$ cat src/rtl/alu_pkg.sv
// Shared constants and E-stage payload type for the ALU issue stage.
package alu_pkg;

    // ALU operation codes understood by the combinational ALU.
    localparam logic [3:0] ALU_AND = 4'b0000;
    localparam logic [3:0] ALU_OR  = 4'b0001;
    localparam logic [3:0] ALU_ADD = 4'b0010;
    localparam logic [3:0] ALU_SUB = 4'b0110;
    localparam logic [3:0] ALU_SLT = 4'b0111;
    localparam logic [3:0] ALU_NOR = 4'b1100;

    // Decoder aluop classes.
    localparam logic [1:0] ALUOP_MEM   = 2'b00;
    localparam logic [1:0] ALUOP_BR    = 2'b01;
    localparam logic [1:0] ALUOP_ARITH = 2'b10;
    localparam logic [1:0] ALUOP_RSV   = 2'b11;

    // Payload widths; the top-level XLEN/TAG_W parameters must match these.
    localparam int unsigned PKG_XLEN  = 64;
    localparam int unsigned PKG_TAG_W = 5;

    typedef struct packed {
        logic [PKG_XLEN-1:0]  src1;
        logic [PKG_XLEN-1:0]  src2;
        logic [3:0]           op_sel;
        logic [PKG_TAG_W-1:0] tag;
        logic                 illegal;
        logic                 branch;
    } e_payload_t;

endpackage

$ cat src/rtl/alu_op_decode.sv
// Combinational ALU op_sel decoder.
// Optional macro ALU_ISSUE_NOR_EN: aluop=10, funct3=100, funct7b5=1 decodes to NOR
// instead of being flagged illegal.
module alu_op_decode
    import alu_pkg::*;
(
    input  logic [1:0] i_aluop,
    input  logic [2:0] i_funct3,
    input  logic       i_funct7b5,
    input  logic       i_use_imm,
    output logic [3:0] o_op_sel,
    output logic       o_illegal
);

    // Map decoded instruction fields onto an ALU operation; unknown encodings become illegal.
    always_comb begin
        o_op_sel  = ALU_AND;
        o_illegal = 1'b0;
        unique case (i_aluop)
            ALUOP_MEM: o_op_sel = ALU_ADD;
            ALUOP_BR:  o_op_sel = ALU_SUB;
            ALUOP_ARITH: begin
                case (i_funct3)
                    // ADDI has no SUB form, so bit 30 only matters for register ops.
                    3'b000:  o_op_sel = (i_funct7b5 && !i_use_imm) ? ALU_SUB : ALU_ADD;
                    3'b111:  o_op_sel = ALU_AND;
                    3'b110:  o_op_sel = ALU_OR;
                    3'b010:  o_op_sel = ALU_SLT;
`ifdef ALU_ISSUE_NOR_EN
                    3'b100: begin
                        if (i_funct7b5) begin
                            o_op_sel = ALU_NOR;
                        end else begin
                            o_illegal = 1'b1;
                        end
                    end
`endif
                    default: o_illegal = 1'b1;
                endcase
            end
            ALUOP_RSV: o_illegal = 1'b1;
            default:   o_illegal = 1'b1;
        endcase
    end

endmodule

$ cat src/rtl/alu_issue_stage.sv
// Producer side of the 64-bit ALU interface: E stage drives registered operands and op_sel
// to the combinational ALU, W stage holds the result for a valid/ready consumer.
// Optional macro ALU_ISSUE_NOR_EN (handled in alu_op_decode) enables the NOR encoding.
module alu_issue_stage
    import alu_pkg::*;
#(
    parameter int unsigned XLEN  = 64,
    parameter int unsigned TAG_W = 5
) (
    input  logic             clk,
    input  logic             reset,
    input  logic             in_valid,
    output logic             in_ready,
    input  logic [1:0]       in_aluop,
    input  logic [2:0]       in_funct3,
    input  logic             in_funct7b5,
    input  logic             in_use_imm,
    input  logic [XLEN-1:0]  in_rs1,
    input  logic [XLEN-1:0]  in_rs2,
    input  logic [XLEN-1:0]  in_imm,
    input  logic [TAG_W-1:0] in_tag,
    output logic [XLEN-1:0]  alu_src1,
    output logic [XLEN-1:0]  alu_src2,
    output logic [3:0]       alu_op_sel,
    input  logic [XLEN-1:0]  alu_result,
    input  logic             alu_zero,
    output logic             res_valid,
    input  logic             res_ready,
    output logic [XLEN-1:0]  res_data,
    output logic             res_zero,
    output logic [TAG_W-1:0] res_tag,
    output logic             res_illegal,
    output logic             res_branch
);

    // The E payload struct is sized by the package; reject mismatched parameters early.
    if (XLEN != PKG_XLEN || TAG_W != PKG_TAG_W) begin : g_width_check
        $error("alu_issue_stage: XLEN/TAG_W must match alu_pkg payload widths");
    end

    logic [3:0]  w_op_sel;
    logic        w_illegal;
    logic        w_free;
    logic        w_e_adv;
    logic        w_accept;
    e_payload_t  w_e_next;

    e_payload_t       r_e;
    logic             r_e_valid;
    logic             r_res_valid;
    logic [XLEN-1:0]  r_res_data;
    logic             r_res_zero;
    logic [TAG_W-1:0] r_res_tag;
    logic             r_res_illegal;
    logic             r_res_branch;

    alu_op_decode u_decode (
        .i_aluop    (in_aluop),
        .i_funct3   (in_funct3),
        .i_funct7b5 (in_funct7b5),
        .i_use_imm  (in_use_imm),
        .o_op_sel   (w_op_sel),
        .o_illegal  (w_illegal)
    );

    // Handshake control: W frees when empty or draining; E may refill whenever it advances.
    always_comb begin
        w_free   = !r_res_valid || res_ready;
        w_e_adv  = r_e_valid && w_free;
        in_ready = !r_e_valid || w_free;
        w_accept = in_valid && in_ready;
    end

    // Assemble the payload for an op being accepted this cycle.
    always_comb begin
        w_e_next         = '0;
        w_e_next.src1    = in_rs1;
        w_e_next.src2    = in_use_imm ? in_imm : in_rs2;
        w_e_next.op_sel  = w_op_sel;
        w_e_next.tag     = in_tag;
        w_e_next.illegal = w_illegal;
        w_e_next.branch  = (in_aluop == ALUOP_BR);
    end

    // E stage: load on accept, otherwise hold payload so ALU inputs stay stable.
    always_ff @(posedge clk) begin
        if (reset) begin
            r_e       <= '0;
            r_e_valid <= 1'b0;
        end else if (w_accept) begin
            r_e       <= w_e_next;
            r_e_valid <= 1'b1;
        end else if (w_e_adv) begin
            r_e_valid <= 1'b0;
        end
    end

    // W stage: capture ALU output when E advances; fields hold until overwritten.
    always_ff @(posedge clk) begin
        if (reset) begin
            r_res_valid   <= 1'b0;
            r_res_data    <= '0;
            r_res_zero    <= 1'b0;
            r_res_tag     <= '0;
            r_res_illegal <= 1'b0;
            r_res_branch  <= 1'b0;
        end else if (w_e_adv) begin
            r_res_valid   <= 1'b1;
            r_res_data    <= alu_result;
            r_res_zero    <= alu_zero;
            r_res_tag     <= r_e.tag;
            r_res_illegal <= r_e.illegal;
            r_res_branch  <= r_e.branch;
        end else if (res_ready) begin
            r_res_valid   <= 1'b0;
        end
    end

    // Drive registered state onto the ALU and result interfaces.
    always_comb begin
        alu_src1    = r_e.src1;
        alu_src2    = r_e.src2;
        alu_op_sel  = r_e.op_sel;
        res_valid   = r_res_valid;
        res_data    = r_res_data;
        res_zero    = r_res_zero;
        res_tag     = r_res_tag;
        res_illegal = r_res_illegal;
        res_branch  = r_res_branch;
    end

endmodule
$ cat config.mk
export PLATFORM = sky130hd
export DESIGN_NAME = alu_issue_stage
export DESIGN_NICKNAME = d
export VERILOG_FILES = /design/src/rtl/alu_pkg.sv /design/src/rtl/alu_op_decode.sv /design/src/rtl/alu_issue_stage.sv
export SDC_FILE = /design/constraint.sdc
export NUM_CORES = 1
export LEC_CHECK = 0
export ABC_AREA = 1
export CAP_MARGIN = 40
export CELL_PAD_IN_SITES_DETAIL_PLACEMENT = 1
export CELL_PAD_IN_SITES_GLOBAL_PLACEMENT = 1
export CORE_MARGIN = 3
export CORE_UTILIZATION = 27
export CTS_CLUSTER_SIZE = 8
export DETAILED_ROUTE_END_ITERATION = 10
export GPL_TIMING_DRIVEN = 0
export PLACE_DENSITY_LB_ADDON = 0.1
export SYNTH_ARGS = -nofsm -noshare
export SYNTH_HDL_FRONTEND = slang
export SYNTH_SLANG_ARGS = --single-unit
$ cat constraint.sdc
create_clock -name clk -period 1.25 [get_ports clk]
set_input_delay 0.1875 -clock clk [delete_from_list [all_inputs] [get_ports clk]]
set_output_delay 0.1875 -clock clk [all_outputs]
set_load 0.005 [all_outputs]
==> results of run 1 <==
==> power by group through the flow <==
stage	sequential (mW)	combinational [mW]	clock, mW
4_1_cts	7.66	3.74	7.45
2_1_floorplan	7.62	1.56	0
3_3_place_gp	7.63	3.82	0
6_report	7.68	4.01	7.20
3_5_place_dp	7.65	3.87	0
5_1_grt	7.74	4.41	7.71
==> layout by cell type, fill, tap and decap left out, types with 4 or more instances in the layout <==
cell             count
buf_4               43
a21oi_2              4
dfxtp_1             39
buf_6              190
buf_12               8
nand2_4              4
inv_1               70
nand2_1             74
o21ai_1             98
buf_8               11
o21ai_2             44
clkbuf_1            27
nor2_2              42
clkbuf_16           38
clkdlybuf4s50_1    270
buf_2               81
dfxtp_2            172
nor2_1             373
o21ai_0            128
==> cell type report <==
cell class	count	area, um^2	area share, %
Timing Repair Buffer	518	5014	31.41
Tap cell	448	560.5	3.512
Clock buffer	35	790.8	4.954
Sequential cell	212	4463	27.96
Multi-Input combinational cell	778	3649	22.86
Timing Repair inverter	1	8.758	0.05487
Inverter	74	299.0	1.873
Buffer	119	1174	7.352
Antenna cell	2	5.005	0.03135
==> layer usage <==
metal | up-vias | GRT usage (%) | share of wire, %
met3 | 56 | 7.244 | 9.0
met5 | - | 0 | 0.14
met2 | 305 | 37.12 | 52
met4 | 10 | 5.052 | 2.5
li1 | 4783 | - | -
met1 | 4353 | 20.46 | 37
==> state kept, by name, indices dropped and copies added (netlist names) <==
register,cells
r_e,7
alu_src2,64
alu_src1,64
res_data,64
res_tag,5
res_illegal,1
alu_op_sel,3
r_e_valid,1
res_branch,1
res_valid,1
res_zero,1
==> worst min-delay path by stage <==
| stage | start | to | cells past startpoint |
|---|---|---|---|
| after floorplan | in_rs1[34] | alu_src1[34] | 2 |
| after global placement | reset | alu_op_sel[1] | 2 |
| after detailed placement | reset | r_e_valid | 2 |
| after CTS | reset | alu_src1[42] | 5 |
| after global routing | reset | alu_src1[40] | 5 |
| final | reset | alu_src1[40] | 5 |
==> cell families (layout without fill, tap and decap cells) <==
group / count (synthesis) / in the layout / share of synthesized area [%]
flip-flops: 212 / 212 / 45.85
buffers and inverters: 287 / 747 / 18.67
other: 1 / 3 / 0.04051
AO/OA/AOI/OAI: 278 / 278 / 15.03
AND/OR/NAND/NOR: 499 / 499 / 20.41
==> metrics by stage <==
step / setup WS, ns / std cells / hold WS [ns] / power (mW)
2_1_floorplan: 0.08495 / 1277 / 0.3340 / 9.185
3_3_place_gp: -0.5283 / 2200 / 0.4005 / 11.45
3_5_place_dp: -0.5606 / 2200 / 0.4054 / 11.52
4_1_cts: -0.1093 / 2178 / 0.1865 / 18.85
5_1_grt: -0.1557 / 2186 / 0.1943 / 19.85
6_report: -0.09539 / 2187 / 0.1783 / 18.88
==> tightest hold or removal path, delay by kind of cell <==
family                 cells  cell delay [ns]
AND/OR/NAND/NOR            1             0.04
AO/OA/AOI/OAI              1             0.06
buffers and inverters      3             0.38
==> timing repair <==
item                                    in CTS  in global routing
cloned                                       1                  8
resized for setup                         1238                265
hold buffers                                 1                  0
pin swaps                                    3                 18
endpoints found under the hold margin        7                  0
setup buffers                               14                 20
endpoints found under the setup margin     416                269
==> run metrics, run 1 <==
design area 15960 um^2; worst r2r src r_e_valid; Worst Clk Skew a little over 0.01 ns; CP peak stage delay around 0.35 ns; ANT nets after route 0; Worst Tran Pin Value between 0.7 and 0.8 ns; core area between 30000 and 40000 um^2; syn_nets 1550; LEAKAGE 7.133 nW; First-pass DRT Iterations 4; worst-path maximum fanout 4; failing checks negative setup slack; ranking of synthesized cells by area dfxtp_1 46%, nor2_1 17%, buf_4 12%; wire per inst ~18 um; critical path class reg -> out; clock slew at reported path FFs 0.06 ns; Syn Inst Count 1277; die height approximately 190 um; DIE AREA around 37000 um^2; Final #Nets 2007; die width between 150 and 200 um; min-delay worst type in -> reg; largest net degree at the start of global routing 15; Fmax 743.3 MHz; endpoints failing setup 65; Levels on crit path 2; CTS sink count between 200 and 250; Unique masters post-synth 18; Synth area leader dfxtp_1; ys async rst share 0%; CTS H-tree depth 1; crit end category primary output; clock power share 38.1%; initial antenna violation count 6; Cell Area, Synth slightly above 9000 um^2; Seq pwr share 40.7%; initial cell density of the core between 20% and 30%; P_int about 14 mW; top-count cell post-synth nor2_1; via count ~9500; post-layout min period roughly 1.3 ns; post-route core utilization around 47%; Synth top area share 45.85%; clk_lat worst skew roughly 0.53 ns; GRT Overall Usage slightly below 20%; crit-path leading delay family flip-flops; TritonCTS Buffers 30; Placer Congestion just under 0.8; capture point of the worst path in_ready; Gate power share between 20% and 30%; peak supply drop 0.8352 mV; crit path launch type register; Area Growth Syn to Fin 72.45%; Syn. warnings 0; status finished with violations; number of port buffers about 480; Final TNS setup -1.251 ns; sequential element share of the synthesized area 45.85%; Setup crit start r_e_valid; Starting DRT DRC Count roughly 170; # DRC 0; headroom to the max-slew limit around half; FP Rows 67; fill cell total of the finished layout 4003; data required time of the worst path approximately 1.1 ns; root buf cell clkbuf_16; Post-Syn Area per Cell 7.249 um^2; global route overflow 0; Max Cap Violations 0; Reg2Reg Capture Point alu_src1[18]; # IOs 479; Sw Share between 20% and 30%; most common library cells after synthesis 416 x nor2_1, 213 x o21ai_0, 212 x dfxtp_1, 144 x buf_4, 79 x nand2_1; Main synth FF type dfxtp_1; #FFs+latches synth roughly 210; power per cell area about 1200 nW/um^2; vias in the first global route 9933; Worst path slowest cell dfxtp_2; first-pass GRT wire length about 56000 um; CTS tree yes; placed instance area about 15000 um^2; RSZ-0062 raised after global routing yes; EDFF count, synth 0; Buf/Inv on CP 1; Worst Reg-to-Reg Cells 7; dpl hpwl 29640 um; internal reg-to-reg setup slack -0.08 ns; drt via density 4.347; worst path arrival time 1.16 ns; clock tree buffer depth 3; Fin. Hold Viols 0; final period utilization 107.6%; worst path cell trace nand3_4 > buf_6; final WL between 30000 and 40000 um; Net Switching about 4.8 mW; share of layout cells above drive strength 1 a little under two fifths; Max Transition Viols Final 0; Final WS setup -0.09539 ns
No activity file was read; power rests on OpenSTA's default activity.
==> inputs of run 2 (changes only) <==
--- a/config.mk
+++ b/config.mk
@@ -9,7 +9,7 @@
 export CAP_MARGIN = 40
 export CELL_PAD_IN_SITES_DETAIL_PLACEMENT = 1
 export CELL_PAD_IN_SITES_GLOBAL_PLACEMENT = 1
-export CORE_MARGIN = 3
+export CORE_MARGIN = 8
 export CORE_UTILIZATION = 27
 export CTS_CLUSTER_SIZE = 8
 export DETAILED_ROUTE_END_ITERATION = 10
==> run 2 against run 1 <==
  * The run still ends with negative setup slack left
  * First-iteration DRC count increased by 30%
  * Register-to-register slack better by 0.04 ns
  * Cell area decreased by 1.3%
  * Maximum frequency decreased by 1.5%
  * Critical path depth did not move
  * Clock skew is 0.00096 ns higher
  * Worst hold slack better by 0.017 ns
  * Non-clock buffer count shrank 9
  * Critical path type unchanged
  * Critical endpoint unchanged
==> run metrics, run 2 (same netlist as run 1, synthesis figures left out) <==
clock power share 38.3% (was 38.1%); clock slew at reported path FFs 0.05 ns (was 0.06 ns); Inst Count DP 2207 (was 2200); GRT Overall Usage 19.10% (was 19.66%); CTS sink count 212 (unchanged); vias in the first global route 10189 (was 9933); worst hold stages 5 (unchanged); global route overflow 0 (unchanged); final WL 40470 um (was 38960 um); CTS H-tree depth 1 (unchanged); CTS tree yes (unchanged); core area 34120 um^2 (was 33700 um^2); Worst Clk Skew 0.01108 ns (was 0.01012 ns); dpl hpwl 31730 um (was 29640 um); data required time of the worst path 1.06 ns (about the same); Sw Share 25.62% (was 25.60%); status finished with violations (unchanged); Fin. Hold Viols 0 (unchanged); crit end category primary output (unchanged); share of layout cells above drive strength 1 35.25% (was 37.54%); largest net degree at the start of global routing 16 (was 15); Starting DRT DRC Count 227 (was 174); min-delay worst type in -> reg (unchanged); Placer Congestion 0.7711 (was 0.7951); most common cell after layout, fill and taps aside nor2_1 (unchanged); Max Transition Viols Final 0 (unchanged); Worst Tran Pin Value 0.6958 ns (was 0.7383 ns); First-pass DRT Iterations 4 (unchanged); number of port buffers 475 (unchanged); Area Growth Syn to Fin 70.18% (was 72.45%); crit path launch type register (unchanged); Worst Reg-to-Reg Cells 7 (unchanged); clk_lat worst skew 0.55 ns (was 0.53 ns); Final WS setup -0.1154 ns (was -0.09539 ns); Max Cap Violations 0 (unchanged); # IOs 479 (unchanged); Gate power share 20.9% (was 21.2%); DIE AREA 40460 um^2 (was 36540 um^2); pre-CTS setup slack -0.5579 ns (was -0.5606 ns); Net Switching 4.811 mW (was 4.833 mW); Final #Nets 1997 (was 2007); via count 9504 (was 9507); LEAKAGE 7.021 nW (was 7.133 nW); power per cell area 1192 nW/um^2 (was 1183 nW/um^2); die height 201.2 um (was 191.2 um); worst-path maximum fanout 4 (unchanged); FP Rows 68 (was 67); die width 201.2 um (was 191.2 um); final period utilization 109.2% (was 107.6%); Seq pwr share 40.8% (was 40.7%); worst path arrival time 1.18 ns (was 1.16 ns); initial antenna violation count 10 (was 6); peak supply drop 0.9724 mV (was 0.8352 mV); endpoints failing setup 87 (was 65); critical path class reg -> out (unchanged); post-layout min period 1.365 ns (was 1.345 ns); ANT nets after route 0 (unchanged); initial cell density of the core 27.13% (was 27.47%); TritonCTS Buffers 30 (unchanged); first-pass GRT wire length 60880 um (was 55920 um); P_int 13.97 mW (was 14.05 mW); root buf cell clkbuf_16 (unchanged); Final TNS setup -1.352 ns (was -1.251 ns); # DRC 0 (unchanged); drt via density 4.352 (was 4.347); RSZ-0062 raised after global routing yes (unchanged); clock tree buffer depth 3 (unchanged); failing checks negative setup slack (unchanged); Non-Filler Instances 2184 (was 2187); post-route core utilization 46.17% (was 47.37%); final hold slack 0.1956 ns (was 0.1783 ns); headroom to the max-slew limit 53.62% (was 50.78%); wire per inst 18.53 um (was 17.81 um); Fmax 732.4 MHz (was 743.3 MHz); most frequent cells in the layout 390 x nor2_1, 270 x clkdlybuf4s50_1, 199 x buf_6 (was 373 x nor2_1, 270 x clkdlybuf4s50_1, 190 x buf_6)
[run 2: cell count changes in the layout (fill, tap and decap cells not counted), moves of 5 or more]
cell	change
nor2_2	-16
o21ai_1	-14
o21ai_0	+23
buf_4	-8
o21ai_2	-9
nor2_1	+17
buf_6	+9
nand2_1	+5
buf_2	-6
[run 2: metal layers]
layer | wire (um) | GRT usage [%] | vias up
met3 | 3802 | 7.671 | 70
met1 | 14880 | 20.05 | 4352
met2 | 20660 | 34.50 | 308
met5 | 72 | 0 | -
met4 | 1062 | 5.861 | 12
li1 | - | - | 4762
[run 2: area by class of cell]
type	instances	area [um^2]
antenna	4	10.01
buffer	128	1221
clock buffer	32	778.2
clock inverter	1	16.27
fill	4081	18370
inverter	74	294.0
multi-input combinational	778	3520
sequential	212	4464
tap	455	569.3
timing repair buffer	500	4880
[run 2: critical path, cell delays in order (launching register included)]
cell and delay, ns:
dfxtp_2 0.35, nand3_4 0.13, buf_6 0.16
[run 2: timing repair]
item | CTS | global route
pin swaps | 0 | 33
buffers inserted | 5 | 13
endpoints found under the hold margin | 7 | 0
hold buffers | 1 | 0
gates resized for setup | 1262 | 208
endpoints found under the setup margin | 416 | 310
gates cloned | 0 | 6
[run 2: path summary, 6_finish.rpt]
kind,startpoint,end,slack (ns)
worst min-delay path,reset,alu_src1[40],0.20
worst max-delay path,r_e_valid,in_ready,-0.12
worst min register to register,r_e[0],r_e[0],0.46
worst max register to register,r_e_valid,alu_src1[29],-0.04
[run 2: power by group through the flow]
stage	registers, mW	logic, mW	clock network, mW
after floorplan	7.62	1.56	0
after global placement	7.63	3.85	0
after detailed placement	7.65	3.89	0
after CTS	7.65	3.90	7.47
after global routing	7.73	4.31	7.72
final	7.67	3.92	7.18
[run 2: stage by stage]
step	area [um^2]	total power, mW
CTS	15550	19.02
detailed placement	14580	11.55
global placement	14580	11.47
floorplan	9256	9.185
finish	15750	18.78
global route	15750	19.76
==> RTL edit, RTL diff (config.mk and constraints of run 1) <==
The option `ALU_ISSUE_NOR_EN` is turned on by a define.
--- a/src/rtl/alu_op_decode.sv
+++ b/src/rtl/alu_op_decode.sv
@@ -2,4 +2,6 @@
 // Optional macro ALU_ISSUE_NOR_EN: aluop=10, funct3=100, funct7b5=1 decodes to NOR
 // instead of being flagged illegal.
+`define ALU_ISSUE_NOR_EN
+
 module alu_op_decode
     import alu_pkg::*;
Formal check against the unedited RTL: not equivalent (Yosys sat finds a counterexample within 4 cycles, from zero or initial values and one cycle with reset high).
==> RTL edit against run 1 <==
  * The flow still finishes with violations (setup timing)
  * Non-clock buffer count increased by 16
  * Area after synthesis about the same
  * Sequential cell count increased by 1
  * Via count increased by 1.3%
  * Total power increased by 0.74%
  * Routed wire length decreased by 0.20%
  * Core utilization increased by 0.33 points
  * Worst setup slack improved by 24 ps
  * Design area increased by 0.70%
  * Critical path type is now reg -> reg
  * Largest cell class unchanged
==> RTL edit: results (changes against run 1) <==
* Failing checks: setup timing
* Worst vdd ir at 937 uV (+12%)
* Vias post-DR at 9633 (+1.3%)
* Largest cells by area after synthesis: dfxtp_1 (46%), nor2_1 (17%), buf_4 (11%)
* Pre-antenna DRT Iters at 4 (unchanged)
* Slew margin rel. at 0.707 (+0.199)
* M1 GR Usage at 0.216 (+0.0110)
* Seq/Total Area, Yosys at 0.460 (+0.00179)
* Post-CTS Setup Repair Bufs at 11 (-3)
* First-pass GRT wire length at 57.6 mm (+3.1%)
* Wire length on met2 at 19.9 mm (-0.75%)
* M1 WL at 14.5 mm (+1.3%)
* Routed WL per cell at 17.6 um (-1.3%)
* Total wire length at 38.9 mm (-0.20%)
* Leakage power at 7.29 nW (+2.1%)
* Share of layout cells above drive strength 1 at 0.392 (+0.0165)
* # resized after CTS at 1370 (+11%)
* Vias in the first global route at 10200 (+2.7%)
* FILL cells at 4036 (+0.82%)
* GPL Wtd Cong at 0.773 (-2.8%)
* Met2 Use GR at 0.376 (+0.00472)
* Delay-heaviest family, CP: buffers and inverters
* Dpl cells at 2213 (+0.59%)
* NumNets Final at 2034 (+1.3%)
* CP Max Fanout at 10 (+6)
* Final HPWL DP at 29.3 mm (-1.3%)
* Most instantiated cells after synthesis: nor2_1 (418), dfxtp_1 (213), nand2_1 (212), o21ai_0 (171), buf_4 (136)
* Syn_nets at 1560 (+0.65%)
* Final WS setup at -71.8 ps (+23.6 ps)
* Met3 usage at 0.0701 (-0.00238)
* Initial DRC count at 288 (+66%)
* Ys async rst share at 0 (unchanged)
* Metal3 WL at 3.42 mm (-3.1%)
* CTS clk-pin slew, worst paths at 60 ps (about the same)
* Gr usage total at 0.202 (+0.00500)
* # setup viols final at 122 (+88%)
* Post-Syn Instances at 1287 (+0.78%)
* Status: complete, but fails checks
* I/O Buffers at 478 (+0.63%)
* CTS buffer count at 30 (unchanged)
* Clock skew at 11.9 ps (+1.78 ps)
* Largest net degree at the start of global routing at 15 (unchanged)
[RTL edit: report_power, final]
| group | internal (mW) | total, mW | switching (mW) | leakage, nW |
|---|---|---|---|---|
| logic | 2.42 | 4.09 | 1.67 | 5.08 |
| clock network | 4.29 | 7.22 | 2.93 | 0.386 |
| registers | 7.39 | 7.71 | 0.319 | 1.82 |
| total | 14.1 | 19.0 | 4.92 | 7.29 |
[RTL edit: cell families after synthesis]
logic type / after synthesis / synth area share
simple gates: 634 / 0.259
buf+inv: 225 / 0.165
compound gates: 215 / 0.116
flops: 213 / 0.460
[RTL edit: path summary, 6_finish.rpt]
path              startpoint           to  depth (start not counted)
setup reg to reg   res_valid  alu_src1[7]                          8
hold / removal         reset       r_e[0]                          2
hold reg to reg       r_e[1]       r_e[1]                          2
setup / recovery   res_valid  alu_src1[7]                          8
[RTL edit: cell type report]
cell class	count	area [um^2]	share of cell area
inverters	13	71.3	0.00444
plain buffers	131	1290	0.0802
diodes	2	5.00	0.000311
multi-input cells	849	3820	0.238
clock buffers	31	776	0.0483
repair buffers	522	5040	0.314
clock inverters	1	5.00	0.000311
well taps	448	561	0.0349
repair inverters	1	8.76	0.000545
flip-flops and latches	213	4490	0.280
[RTL edit: metrics by stage]
step | setup WS [ps] | TNS [ps] | utilization | hold WS [ps] | instance area (um^2)
2_1_floorplan | 89.7 | 0 | - | 257 | 9260
3_3_place_gp | -745 | -127700 | 0.434 | 458 | 14600
3_5_place_dp | -779 | -127230 | 0.434 | 458 | 14600
4_1_cts | -80.5 | -7190 | 0.469 | 240 | 15800
5_1_grt | -148 | -17380 | 0.477 | 54.0 | 16100
6_report | -71.8 | -3320 | 0.477 | 44.5 | 16100
